==> src/rtl/ifetch_pkg.sv <==
// ifetch_pkg -- shared definitions for the instruction fetch unit.
//   - FSM state encoding for ifetch
//   - default reset PC and the zero word
//   - FIFO geometry and the entry layout {addr, inst}
//   - MisalignTrapEn: compile-time hook driven by macro IFETCH_MISALIGN_TRAP_EN
package ifetch_pkg;

  typedef enum logic [1:0] {
    StIdle = 2'd0,
    StReq  = 2'd1,
    StWait = 2'd2,
    StDrop = 2'd3
  } fetch_state_e;

  localparam logic [31:0] ResetPcDefault = 32'h0000_0000;
  localparam logic [31:0] ZeroWord       = 32'h0000_0000;

  localparam int unsigned FifoDepth = 2;
  localparam int unsigned FifoWidth = 64;

  typedef struct packed {
    logic [31:0] addr;
    logic [31:0] inst;
  } fetch_entry_t;

`ifdef IFETCH_MISALIGN_TRAP_EN
  localparam bit MisalignTrapEn = 1'b1;
`else
  localparam bit MisalignTrapEn = 1'b0;
`endif

  // Sequential fetch address; wraps naturally at 32 bits.
  function automatic logic [31:0] pc_incr(input logic [31:0] pc);
    return pc + 32'd4;
  endfunction

endpackage

==> src/rtl/ifetch_fifo.sv <==
// ifetch_fifo -- 2-entry, 64-bit FIFO holding fetched {addr, inst} pairs.
// Ports:
//   clk, rst       clock, synchronous active-low reset
//   push_i/wdata_i write request and data
//   pop_i          remove head (ignored when empty)
//   flush_i        empty the FIFO; wins over push and pop
//   rdata_o        head entry, zero when empty
//   full_o/empty_o/count_o  occupancy
module ifetch_fifo
  import ifetch_pkg::*;
(
  input  logic                 clk,
  input  logic                 rst,
  input  logic                 push_i,
  input  logic                 pop_i,
  input  logic                 flush_i,
  input  logic [FifoWidth-1:0] wdata_i,
  output logic [FifoWidth-1:0] rdata_o,
  output logic                 full_o,
  output logic                 empty_o,
  output logic [1:0]           count_o
);

  logic [FifoWidth-1:0] mem_q [FifoDepth];
  logic                 rd_ptr_q, rd_ptr_d;
  logic                 wr_ptr_q, wr_ptr_d;
  logic [1:0]           count_q, count_d;
  logic                 push_ok, pop_ok;

  assign full_o  = (count_q == 2'd2);
  assign empty_o = (count_q == 2'd0);
  assign count_o = count_q;

  assign pop_ok  = pop_i & ~empty_o;
  // A push into a full FIFO is legal only when the head leaves in the same cycle.
  assign push_ok = push_i & (~full_o | pop_ok);

  always_comb begin
    rd_ptr_d = rd_ptr_q;
    wr_ptr_d = wr_ptr_q;
    count_d  = count_q;
    if (flush_i) begin
      rd_ptr_d = 1'b0;
      wr_ptr_d = 1'b0;
      count_d  = 2'd0;
    end else begin
      if (push_ok) wr_ptr_d = ~wr_ptr_q;
      if (pop_ok)  rd_ptr_d = ~rd_ptr_q;
      count_d = count_q + {1'b0, push_ok} - {1'b0, pop_ok};
    end
  end

  always_ff @(posedge clk) begin
    if (!rst) begin
      rd_ptr_q <= 1'b0;
      wr_ptr_q <= 1'b0;
      count_q  <= 2'd0;
    end else begin
      rd_ptr_q <= rd_ptr_d;
      wr_ptr_q <= wr_ptr_d;
      count_q  <= count_d;
    end
  end

  // Storage needs no reset: it is only observed through a non-empty head.
  always_ff @(posedge clk) begin
    if (push_ok && !flush_i) begin
      mem_q[wr_ptr_q] <= wdata_i;
    end
  end

  assign rdata_o = empty_o ? '0 : mem_q[rd_ptr_q];

endmodule

==> src/rtl/ifetch.sv <==
// ifetch -- instruction fetch unit: PC, single-outstanding ROM requests, 2-entry
// instruction buffer towards if_id, redirect handling.
// Ports:
//   clk, rst                     clock, synchronous active-low reset
//   jump_en_i, jump_addr_i       redirect pulse and target
//   hold_i                       blocks new ROM requests only
//   rom_req_o, rom_addr_o        one-cycle fetch request and address
//   rom_rvalid_i, rom_rdata_i    ROM response
//   inst_valid_o, inst_ready_i   handshake towards if_id
//   inst_o, inst_addr_o          head instruction and its address (zero when empty)
//   misalign_o                   sticky misaligned-redirect flag (macro build only)
// Configuration: define IFETCH_MISALIGN_TRAP_EN to trap misaligned redirects;
// otherwise the low two target bits are forced to zero.
module ifetch
  import ifetch_pkg::*;
#(
  parameter logic [31:0] RESET_PC = ResetPcDefault
) (
  input  logic        clk,
  input  logic        rst,
  input  logic        jump_en_i,
  input  logic [31:0] jump_addr_i,
  input  logic        hold_i,
  output logic        rom_req_o,
  output logic [31:0] rom_addr_o,
  input  logic        rom_rvalid_i,
  input  logic [31:0] rom_rdata_i,
  output logic        inst_valid_o,
  input  logic        inst_ready_i,
  output logic [31:0] inst_o,
`ifdef IFETCH_MISALIGN_TRAP_EN
  output logic [31:0] inst_addr_o,
  output logic        misalign_o
`else
  output logic [31:0] inst_addr_o
`endif
);

  fetch_state_e state_q, state_d;
  logic [31:0]  pc_q, pc_d;
  logic [31:0]  req_addr_q, req_addr_d;

  logic         fifo_push, fifo_pop, fifo_full, fifo_empty;
  logic [1:0]   fifo_count;
  fetch_entry_t fifo_wdata, fifo_rdata;
  logic         unused_fifo_count;

  logic [31:0]  jump_target;
  logic         jump_misaligned;
  logic         issue_block;

  // Without the trap the target is silently word-aligned; with it the raw
  // target is kept (issue is blocked afterwards anyway).
  assign jump_target     = MisalignTrapEn ? jump_addr_i : {jump_addr_i[31:2], 2'b00};
  assign jump_misaligned = MisalignTrapEn & jump_en_i & (jump_addr_i[1:0] != 2'b00);

`ifdef IFETCH_MISALIGN_TRAP_EN
  logic misalign_q, misalign_d;

  assign misalign_d  = misalign_q | jump_misaligned;
  assign issue_block = misalign_q;
  assign misalign_o  = misalign_q;

  always_ff @(posedge clk) begin
    if (!rst) begin
      misalign_q <= 1'b0;
    end else begin
      misalign_q <= misalign_d;
    end
  end
`else
  assign issue_block = 1'b0;
`endif

  // ---------------------------------------------------------------------------
  // FSM: state register
  // ---------------------------------------------------------------------------
  always_ff @(posedge clk) begin
    if (!rst) begin
      state_q <= StIdle;
    end else begin
      state_q <= state_d;
    end
  end

  // ---------------------------------------------------------------------------
  // FSM: next state
  // ---------------------------------------------------------------------------
  always_comb begin
    state_d = state_q;
    if (jump_en_i) begin
      if (jump_misaligned) begin
        state_d = StReq;
      end else begin
        unique case (state_q)
          StIdle:  state_d = StIdle;
          StReq:   state_d = StReq;
          // A response in the jump cycle is the outstanding one: nothing left to drop.
          StWait:  state_d = rom_rvalid_i ? StReq : StDrop;
          StDrop:  state_d = rom_rvalid_i ? StReq : StDrop;
          default: state_d = StIdle;
        endcase
      end
    end else begin
      unique case (state_q)
        StIdle:  state_d = StReq;
        StReq:   state_d = rom_req_o ? StWait : StReq;
        StWait:  state_d = rom_rvalid_i ? StReq : StWait;
        StDrop:  state_d = rom_rvalid_i ? StReq : StDrop;
        default: state_d = StIdle;
      endcase
    end
  end

  // ---------------------------------------------------------------------------
  // FSM: outputs
  // ---------------------------------------------------------------------------
  always_comb begin
    rom_req_o = 1'b0;
    fifo_push = 1'b0;
    unique case (state_q)
      // Nothing is outstanding in StReq, so a non-full FIFO has a slot for the reply.
      StReq:   rom_req_o = ~jump_en_i & ~hold_i & ~fifo_full & ~issue_block;
      StWait:  fifo_push = rom_rvalid_i & ~jump_en_i;
      default: ;
    endcase
  end

  assign rom_addr_o = rom_req_o ? pc_q : ZeroWord;

  // ---------------------------------------------------------------------------
  // PC and address of the outstanding request
  // ---------------------------------------------------------------------------
  always_comb begin
    pc_d       = pc_q;
    req_addr_d = req_addr_q;
    if (jump_en_i) begin
      pc_d = jump_target;
    end else if (rom_req_o) begin
      pc_d       = pc_incr(pc_q);
      req_addr_d = pc_q;
    end
  end

  always_ff @(posedge clk) begin
    if (!rst) begin
      pc_q       <= RESET_PC;
      req_addr_q <= ZeroWord;
    end else begin
      pc_q       <= pc_d;
      req_addr_q <= req_addr_d;
    end
  end

  // ---------------------------------------------------------------------------
  // Instruction buffer
  // ---------------------------------------------------------------------------
  assign fifo_wdata   = '{addr: req_addr_q, inst: rom_rdata_i};
  assign inst_valid_o = ~fifo_empty & ~jump_en_i;
  assign fifo_pop     = inst_valid_o & inst_ready_i;

  ifetch_fifo u_fifo (
    .clk     (clk),
    .rst     (rst),
    .push_i  (fifo_push),
    .pop_i   (fifo_pop),
    .flush_i (jump_en_i),
    .wdata_i (fifo_wdata),
    .rdata_o (fifo_rdata),
    .full_o  (fifo_full),
    .empty_o (fifo_empty),
    .count_o (fifo_count)
  );

  assign unused_fifo_count = ^fifo_count;

  // FIFO already presents zero when empty.
  assign inst_o      = fifo_rdata.inst;
  assign inst_addr_o = fifo_rdata.addr;

endmodule

==> config.mk <==
export PLATFORM = sky130hd
export DESIGN_NAME = ifetch
export DESIGN_NICKNAME = d
export VERILOG_FILES = /design/src/rtl/ifetch_pkg.sv /design/src/rtl/ifetch_fifo.sv /design/src/rtl/ifetch.sv
export SDC_FILE = /design/constraint.sdc
export NUM_CORES = 1
export LEC_CHECK = 0
export BUFFER_PORTS_ARGS = -buffer_cell sky130_fd_sc_hd__clkbuf_2
export CORE_MARGIN = 2
export CORE_UTILIZATION = 55
export CTS_CLUSTER_SIZE = 14
export DETAILED_ROUTE_END_ITERATION = 8
export PLACE_DENSITY = 0.83
export SLEW_MARGIN = 20
export SYNTH_ARGS = -nofsm -noshare
export SYNTH_HDL_FRONTEND = slang
export SYNTH_HIERARCHICAL = 1
export SYNTH_SLANG_ARGS = --single-unit
==> constraint.sdc <==
create_clock -name clk -period 10 [get_ports clk]
set_clock_uncertainty 0.1 [all_clocks]
set_input_delay 2.5 -clock clk [delete_from_list [all_inputs] [get_ports clk]]
set_output_delay 2.5 -clock clk [all_outputs]
set_load 0.05 [all_outputs]
# After elaboration in Yosys (flattened, before gate mapping)
# Memory sizes are Yosys's and may differ from the RTL's. A register that Yosys moved wholly into a read port is not among the register bits.
# Cells that the tools add are included.
# W data, S select, Z words.
[totals] latchBits=0 ramBits=128 rom_bits=0 mem_count=1 inputBits=70 regBits=70
[op_classes] n_reduce_logical=8 multipliers=0 eq_ne=4 shift=0 muxes=16 bitwise_logic=15 add_sub_neg=3 magnitude_cmp=0 div=0
[mem_list] name="u_fifo.mem_q" words=2 word_bits=64 rd=1 rd_ports_with_merged_regs=1 wr=1 line="ifetch_fifo.sv:24" source="logic [FifoWidth-1:0] mem_q [FifoDepth];"
[op_table] cell="$mux W32" n=3
[op_table] cell="$mux W64" n=1
[op_table] cell="$add A32 B3 Y32 const B" n=1
[op_table] cell="$mux W2" n=4
[op_table] cell="$pmux W2 S4" n=1
[op_table] cell="$and A1 B1 Y1" n=7
[op_table] cell="$not A1 Y1" n=7
[op_table] cell="$eq A2 B2 Y1 const B" n=3
[op_table] cell="$mux W1" n=6
[op_table] cell="$pmux W2 S3" n=1
[op_table] cell="$logic_not A2 Y1" n=2
[op_table] cell="$reduce_or A2 Y1" n=2
[op_table] cell="$add A2 B1 Y2" n=1
[op_table] cell="$eq A2 B1 Y1 const B" n=1
[op_table] cell="$reduce_and A2 Y1" n=1
[op_table] cell="$reduce_bool A2 Y1" n=1
[op_table] cell="$sub A2 B1 Y2" n=1
[op_table] cell="$logic_and A1 B1 Y1" n=1
[op_table] cell="$logic_not A1 Y1" n=1
[op_table] cell="$or A1 B1 Y1" n=1

# Logic depth before layout (Yosys ltp)
# Gate-level depths: netlist (run 1).
[depth] depth_word=10 ltp_mapped=11 mapped_depth_nobuf=10

# Modules after synthesis
# The synthesis (run 1) kept the hierarchy.
[modules_own_cells] module="ifetch_fifo" area_each_um2=5053.6 instances=1 cells_per_inst=300
[modules_own_cells] module="ifetch" area_each_um2=3243.1 instances=1 cells_per_inst=392

# Least setup slack after synthesis (run 1)
# Ideal clock, no wire load.
[synth_timing] path_kind="input -> register" from="input jump_en_i" to="memory u_fifo.mem_q[0][0], enable pin" stages=6 n_path_buf=2 setup_ps=565 t_arrival_ps=8332 path_slack_ps=1003 required_time_ps=9335 path_cell_list="clkbuf_1 -> clkbuf_1 -> nor2_1 -> and2_1 -> o21ai_2 -> nor3_1"
[synth_between] elab_chain_len=9
[synth_lines] item="start: declaration" line="ifetch.sv:21" source="input logic jump_en_i,"
[synth_lines] item="$not A1 Y1 (no line)"
[synth_lines] item="$and A1 B1 Y1" line="ifetch.sv:159" source="assign inst_valid_o = ~fifo_empty & ~jump_en_i;"
[synth_lines] item="named net inst_valid_o" line="ifetch.sv:28" source="output logic inst_valid_o,"
[synth_lines] item="$and A1 B1 Y1" line="ifetch.sv:160" source="assign fifo_pop = inst_valid_o & inst_ready_i;"
[synth_lines] item="named net fifo_pop" line="ifetch.sv:43" source="logic fifo_push, fifo_pop, fifo_full, fifo_empty;"
[synth_lines] item="$and A1 B1 Y1" line="ifetch_fifo.sv:34" source="assign pop_ok = pop_i & ~empty_o;"
[synth_lines] item="$or A1 B1 Y1" line="ifetch_fifo.sv:36" source="assign push_ok = push_i & (~full_o | pop_ok);"
[synth_lines] item="$and A1 B1 Y1" line="ifetch_fifo.sv:36"
[synth_lines] item="$logic_and A1 B1 Y1" line="ifetch_fifo.sv:67" source="if (push_ok && !flush_i) begin"
[synth_lines] item="$mux W1" line="ifetch_fifo.sv:67"
[synth_lines] item="$mux W1 (implied by the code)" line="ifetch_fifo.sv:68" source="mem_q[wr_ptr_q] <= wdata_i;"
[synth_lines] item="end: declaration" line="ifetch_fifo.sv:24"
# The timed path passes the listed nets, and every way through them passes these cells.

# Final worst setup path (run 1)
[layout_timing] from="input hold_i" to="output rom_addr_o[13]"
[layout_between] elab_chain_len=5
[layout_lines] item="start: declaration" line="ifetch.sv:23" source="input logic hold_i,"
[layout_lines] item="$not A1 Y1" line="ifetch.sv:123" source="StReq: rom_req_o = ~jump_en_i & ~hold_i & ~fifo_full & ~issue_block;"
[layout_lines] item="$and A1 B1 Y1 (2 in a row)" line="ifetch.sv:123"
[layout_lines] item="$mux W1" line="ifetch.sv:121" source="unique case (state_q)"
[layout_lines] item="$mux W32" line="ifetch.sv:129" source="assign rom_addr_o = rom_req_o ? pc_q : ZeroWord;"
[layout_lines] item="end: declaration" line="ifetch.sv:25" source="output logic [31:0] rom_addr_o,"
# Every way passes these cells.

==> impl_metrics.py, run 1 <==
metrics = {
    "worst_setup_path": {
        "cp.arrival_ps": 4410,
        "max_stage_delay_ps": 380,
        "crit_fanout": 37,
        "cpMaxStageDelayCell": "buf_4",
        "start_kind": "input port",
        "worstSetupPathType": "input port to output pin",
        "cp.required_ps": 7400,
        "cp-end-kind": "output pin",
        "cp_cell_sequence": "clkbuf_2 -> nor4b_4 -> buf_4 -> nand2_1 -> buf_4 -> nor2_1 -> clkbuf_2",
    },
    "pwr": {
        "total_power_w": 0.00159,
        "vdd_drop_max_v": 0.000116,
        "p_leak_nw": 3.65,
        "pwr_density_cell_nw_per_um2": 162,
    },
    "synth": {
        "ys_ff_latch": 195,
        "synthCells": 692,
        "async_flop_share": 0,
        "avgSynthCellArea_sq_um": 12.0,
        "synth-seq-area-share": 0.625,
        "ys_warn_count": 6,
        "synth_cell_types": 52,
        "synthFlopType": "edfxtp_1",
        "syn_area_sq_um": 8300,
        "synth_enable_flop_cells": 128,
    },
    "drt": {
        "num_vias": 5833,
        "drc": 0,
        "drt_pre_antenna_iters": 5,
        "detail_route.iter0.violations": 424,
        "wire_per_inst_um": 17.1,
        "vias_per_cell": 5.62,
        "ant_nets": 0,
        "wl_um": 17800,
    },
    "sta": {
        "fin_crit_ps": 7010,
        "setup_viol": 0,
        "hold_violations": 0,
        "fmax_mhz": 143,
        "finalSetupTns_ps": 0,
        "relSlewSlack": 0.409,
        "final-max-slew-violation-count": 0,
        "tightest_slew_ps": 887,
        "fin_crit_sh": 0.701,
        "rsz0062_at_grt": "false",
    },
    "placed_design": {
        "hpwl_um": 11600,
        "gp_congestion": 0.894,
        "portBuffers": 163,
    },
    "global_routing": {
        "grt_pass1_wl_um": 28300,
        "antenna_found_initial": 0,
        "grt_pass1_vias": 5614,
        "grt-ovfl-total": 0,
        "grt.total_usage": 0.224,
        "grt_max_degree": 71,
    },
    "floorplanning": {
        "die_w_um": 127,
        "coreArea_sq_um": 14600,
        "dieArea_sq_um": 16100,
        "start_util": 0.567,
        "dieHeight_um": 127,
        "ios": 168,
        "rows": 44,
    },
    "status": {
        "status": "finished, final reports clean",
    },
    "clocking": {
        "clock_latency_ps": 430,
        "cts_sinks": 195,
        "root_buffer": "clkbuf_16",
        "cts_hold_buffers": 0,
        "postCtsSetupRepairBufs": 0,
        "cts_tree": "done",
        "cts_max_path_buffers": 2,
        "path_clk_slew_ps": 60,
        "cts_resized": 0,
        "numCtsBuffers": 17,
        "ctsHtreeMaxLevel": 4,
    },
    "worst_hold_path": {
        "hp-class": "flip-flop to flip-flop",
    },
    "cells_and_area": {
        "drive_above_1_share": 0.244,
        "area_growth_pct": 18.1,
        "antenna_cells": 0,
        "layout.nets": 913,
    },
    "job": {
        "maxCapViolations": 0,
    },
}
[synth_stat cells, types with 4 or more instances]
library cell | number | area (sq um)
a21oi_1 | 8 | 40.0
a311oi_1 | 4 | 35.0
a31oi_1 | 13 | 81.3
and2_1 | 29 | 181
and3_1 | 32 | 200
and4_1 | 5 | 43.8
buf_2 | 9 | 45.0
buf_4 | 8 | 60.1
clkbuf_1 | 27 | 101
dfxtp_1 | 67 | 1340
edfxtp_1 | 128 | 3840
inv_1 | 9 | 33.8
mux2i_1 | 65 | 651
nand2_1 | 19 | 71.3
nand2b_1 | 6 | 37.5
nand3_1 | 17 | 85.1
nand4_1 | 16 | 100
nor2_1 | 85 | 319
nor2b_1 | 4 | 25.0
nor3_1 | 6 | 30.0
nor4_1 | 8 | 50.1
o211a_1 | 4 | 40.0
o21a_1 | 29 | 218
o21ai_0 | 31 | 155
o31ai_1 | 4 | 30.0
or3_1 | 8 | 50.1
or4_1 | 7 | 52.6
xor2_1 | 8 | 70.1
[through the flow]
stage / hold WS [ps] / instances / worst slack (ps) / instance area (sq um) / util
6_report: 344 / 1038 / 2990 / 9800 / 0.669
5_1_grt: 364 / 1038 / 2830 / 9800 / 0.669
4_1_cts: 347 / 1038 / 2970 / 9800 / 0.669
3_5_place_dp: 329 / 1006 / 2970 / 9240 / 0.631
3_3_place_gp: 324 / 1006 / 3000 / 9240 / 0.631
2_1_floorplan: 317 / 697 / 1000 / 8320 / -
[metal layers]
| layer | wire (um) | GRT usage | vias to the layer above |
|---|---|---|---|
| met2 | 8470 | 0.373 | 205 |
| met1 | 7910 | 0.291 | 2740 |
| met4 | 275 | 0.0750 | 0 |
| li1 | - | - | 2862 |
| met5 | 0 | 0 | - |
| met3 | 1120 | 0.0540 | 26 |
[sequential cells by signal, summed over array words and instances, names as in the netlist, named ones only]
name and flops:
state_q 2, u_fifo/mem_q 128, u_fifo/rd_ptr_q 1, pc_q 30, u_fifo/count_o 2, req_addr_q 30, u_fifo/wr_ptr_q 1
[cell usage in the layout (no fill, tap or decap), types with 13 or more instances in the layout]
cell type	Yosys	final
nand2_1	19	19
mux2i_1	65	65
nand3_1	17	17
nor2_1	85	84
dfxtp_1	67	66
and3_1	32	32
clkbuf_16	0	17
edfxtp_1	128	128
o21a_1	29	29
nand4_1	16	16
clkbuf_2	0	163
a31oi_1	13	13
o21ai_0	31	31
and2_1	29	29
[layout make-up]
cell class                 instances  area (sq um)
sequential                       195          5190
fill                            1103          4840
multi-input combinational        447          2910
timing repair buffer             171           880
clock buffer                      17           425
tap                              184           230
clock inverter                    15           133
inverter                           9          33.8
[logic make-up (layout without fill, tap and decap cells)]
kind of cell | count (synthesis) | after routing | synth area share
other | 1 | 6 | 0.000452
XOR/XNOR | 10 | 10 | 0.0106
buffers and inverters | 55 | 212 | 0.0299
flip-flops | 195 | 195 | 0.625
multiplexers | 66 | 66 | 0.0798
adder cells (fa/ha/maj) | 2 | 2 | 0.00302
AND/OR/NAND/NOR | 256 | 256 | 0.165
AO/OA/AOI/OAI | 107 | 107 | 0.0867
[report_power, final]
| part | leakage (nW) | internal (W) | switching, W |
|---|---|---|---|
| clock | 0.257 | 0.000344 | 0.000292 |
| sequential | 1.64 | 0.000866 | 0.0000174 |
| combinational | 1.76 | 0.0000277 | 0.0000447 |
[path summary, 6_finish.rpt]
path | start | slack, ps | depth (start not counted) | end
hold reg to reg | req_addr_q[19] | 340 | 0 | u_fifo/mem_q[0][51]
setup / recovery | hold_i | 2990 | 7 | rom_addr_o[13]
setup reg to reg | u_fifo/count_o[0] | 7040 | 6 | pc_q[21]
hold / removal | req_addr_q[19] | 340 | 0 | u_fifo/mem_q[0][51]
[critical path, delay by kind of cell]
kind / cells / cell delay (ps)
buffers and inverters: 4 / 1140
AND/OR/NAND/NOR: 3 / 770
(Power assumes the default switching activity.)
==> inputs of run 2 (changes only) <==
--- a/config.mk
+++ b/config.mk
@@ -7,10 +7,10 @@
 export LEC_CHECK = 0
 export BUFFER_PORTS_ARGS = -buffer_cell sky130_fd_sc_hd__clkbuf_2
 export CORE_MARGIN = 2
-export CORE_UTILIZATION = 55
+export CORE_UTILIZATION = 50
 export CTS_CLUSTER_SIZE = 14
 export DETAILED_ROUTE_END_ITERATION = 8
-export PLACE_DENSITY = 0.83
+export PLACE_DENSITY = 0.8
 export SLEW_MARGIN = 20
 export SYNTH_ARGS = -nofsm -noshare
 export SYNTH_HDL_FRONTEND = slang
==> constraint.sdc (replaced) <==
create_clock -name clk -period 6.09 [get_ports clk]
set_clock_uncertainty 0.1 [all_clocks]
set_input_delay 1.5225 -clock clk [delete_from_list [all_inputs] [get_ports clk]]
set_output_delay 1.5225 -clock clk [all_outputs]
set_load 0.05 [all_outputs]
==> impl_metrics.py, run 2 (synthesis results as in run 1) <==
metrics = {
    "cells_and_area": {
        "postLayoutCoreUtil": 0.603,
        "antenna_cells": 0,
        "layout.cells.most_common_list": "clkbuf_2 (160), edfxtp_1 (128), nor2_1 (84), dfxtp_1 (66), mux2i_1 (65)",
        "largest_reg_flops": 128,
        "final-instance-count-excl-fill": 1077,
        "fin_area_sq_um": 9890,
        "nFillCells": 1315,
        "layout_commonest_cell": "clkbuf_2",
        "top_register": "u_fifo/mem_q",
        "drive_above_1_share": 0.244,
        "reg.largest.list": "u_fifo/mem_q: 128 flops, pc_q: 30 flops, req_addr_q: 30 flops",
        "area_growth_pct": 19.2,
        "layout.nets": 916,
    },
    "floorplanning": {
        "coreArea_sq_um": 16400,
        "dieHeight_um": 133,
        "ios": 168,
        "start_util": 0.506,
        "dieArea_sq_um": 17600,
        "die_w_um": 133,
        "rows": 47,
    },
    "worst_hold_path": {
        "hp-class": "flip-flop to flip-flop",
        "whs_path_depth": 0,
    },
    "worst_setup_path": {
        "cp-end-kind": "output pin",
        "reg2reg_depth": 6,
        "cp.arrival_ps": 3070,
        "cp.required_ps": 4470,
        "start_kind": "input port",
        "crit_fanout": 10,
        "worstSetupPathType": "input port to output pin",
    },
    "sta": {
        "setup_viol": 0,
        "fin_ws_ps": 1400,
        "tightest_slew_ps": 806,
        "hold_violations": 0,
        "fin_crit_ps": 4690,
        "relSlewSlack": 0.463,
        "final-max-slew-violation-count": 0,
        "fmax_mhz": 213,
        "fin_crit_sh": 0.770,
        "rsz0062_at_grt": "false",
    },
    "clocking": {
        "ctsHtreeMaxLevel": 4,
        "postCtsSetupRepairBufs": 0,
        "clock_latency_ps": 420,
        "numCtsBuffers": 17,
        "cts_resized": 0,
        "path_clk_slew_ps": 60,
        "cts_tree": "done",
        "cts_hold_buffers": 0,
        "root_buffer": "clkbuf_16",
        "cts_max_path_buffers": 2,
        "cts_sinks": 195,
    },
    "pwr": {
        "total_power_w": 0.00259,
        "p_leak_nw": 3.68,
        "vdd_drop_max_v": 0.000178,
        "pwr_density_cell_nw_per_um2": 262,
    },
    "drt": {
        "num_vias": 5972,
        "wire_per_inst_um": 16.9,
        "drt_pre_antenna_iters": 5,
        "vias_per_cell": 5.55,
        "wl_um": 18200,
        "drc": 0,
        "detail_route.iter0.violations": 394,
        "ant_nets": 0,
    },
    "placed_design": {
        "placed_area_sq_um": 9350,
        "hpwl_um": 12200,
        "gp_congestion": 0.854,
        "dp_cells": 1045,
        "portBuffers": 163,
        "pre_cts_slack_ps": 1390,
    },
    "global_routing": {
        "grt_max_degree": 71,
        "grt-ovfl-total": 0,
        "grt.total_usage": 0.210,
        "antenna_found_initial": 0,
        "grt_pass1_wl_um": 28900,
        "grt_pass1_vias": 5712,
    },
    "job": {
        "maxCapViolations": 0,
    },
    "status": {
        "status": "finished, final reports clean",
    },
}
[run 2: layer usage]
layer,part of all wire,routed length (um),track usage
met5,0,0,0
met4,0.018,335,0.0783
met3,0.066,1200,0.0513
met2,0.48,8740,0.334
met1,0.43,7880,0.280
[run 2: layout make-up]
| type | instances | area (sq um) | area share |
|---|---|---|---|
| clock inverter | 13 | 110 | 0.0111 |
| timing repair buffer | 174 | 943 | 0.0954 |
| inverter | 9 | 33.8 | 0.00341 |
| multi-input combinational | 447 | 2910 | 0.294 |
| clock buffer | 19 | 433 | 0.0438 |
| tap | 220 | 275 | 0.0278 |
| sequential | 195 | 5190 | 0.524 |
[run 2: worst max-delay path, stage by stage]
cell and delay [ps]:
clkbuf_2 110, or4b_1 700, nor3_1 370, clkbuf_2 360
[run 2: worst paths after layout]
path / slack [ps] / end / startpoint
setup / recovery: 1400 / rom_addr_o[5] / hold_i
hold reg to reg: 350 / u_fifo/mem_q[1][48] / req_addr_q[16]
setup reg to reg: 3160 / pc_q[17] / u_fifo/count_o[0]
hold / removal: 350 / u_fifo/mem_q[1][48] / req_addr_q[16]
[run 2: metrics by stage]
step	setup TNS (ps)	hold slack (ps)
after floorplan	-246950	317
after global placement	0	323
after detailed placement	0	331
after CTS	0	347
after global routing	0	358
final	0	347
[run 2: where the power goes]
part	switching (W)	total, W	internal, W
registers	0.0000293	0.00145	0.00142
clock network	0.000462	0.00102	0.000562
logic	0.0000735	0.000120	0.0000466
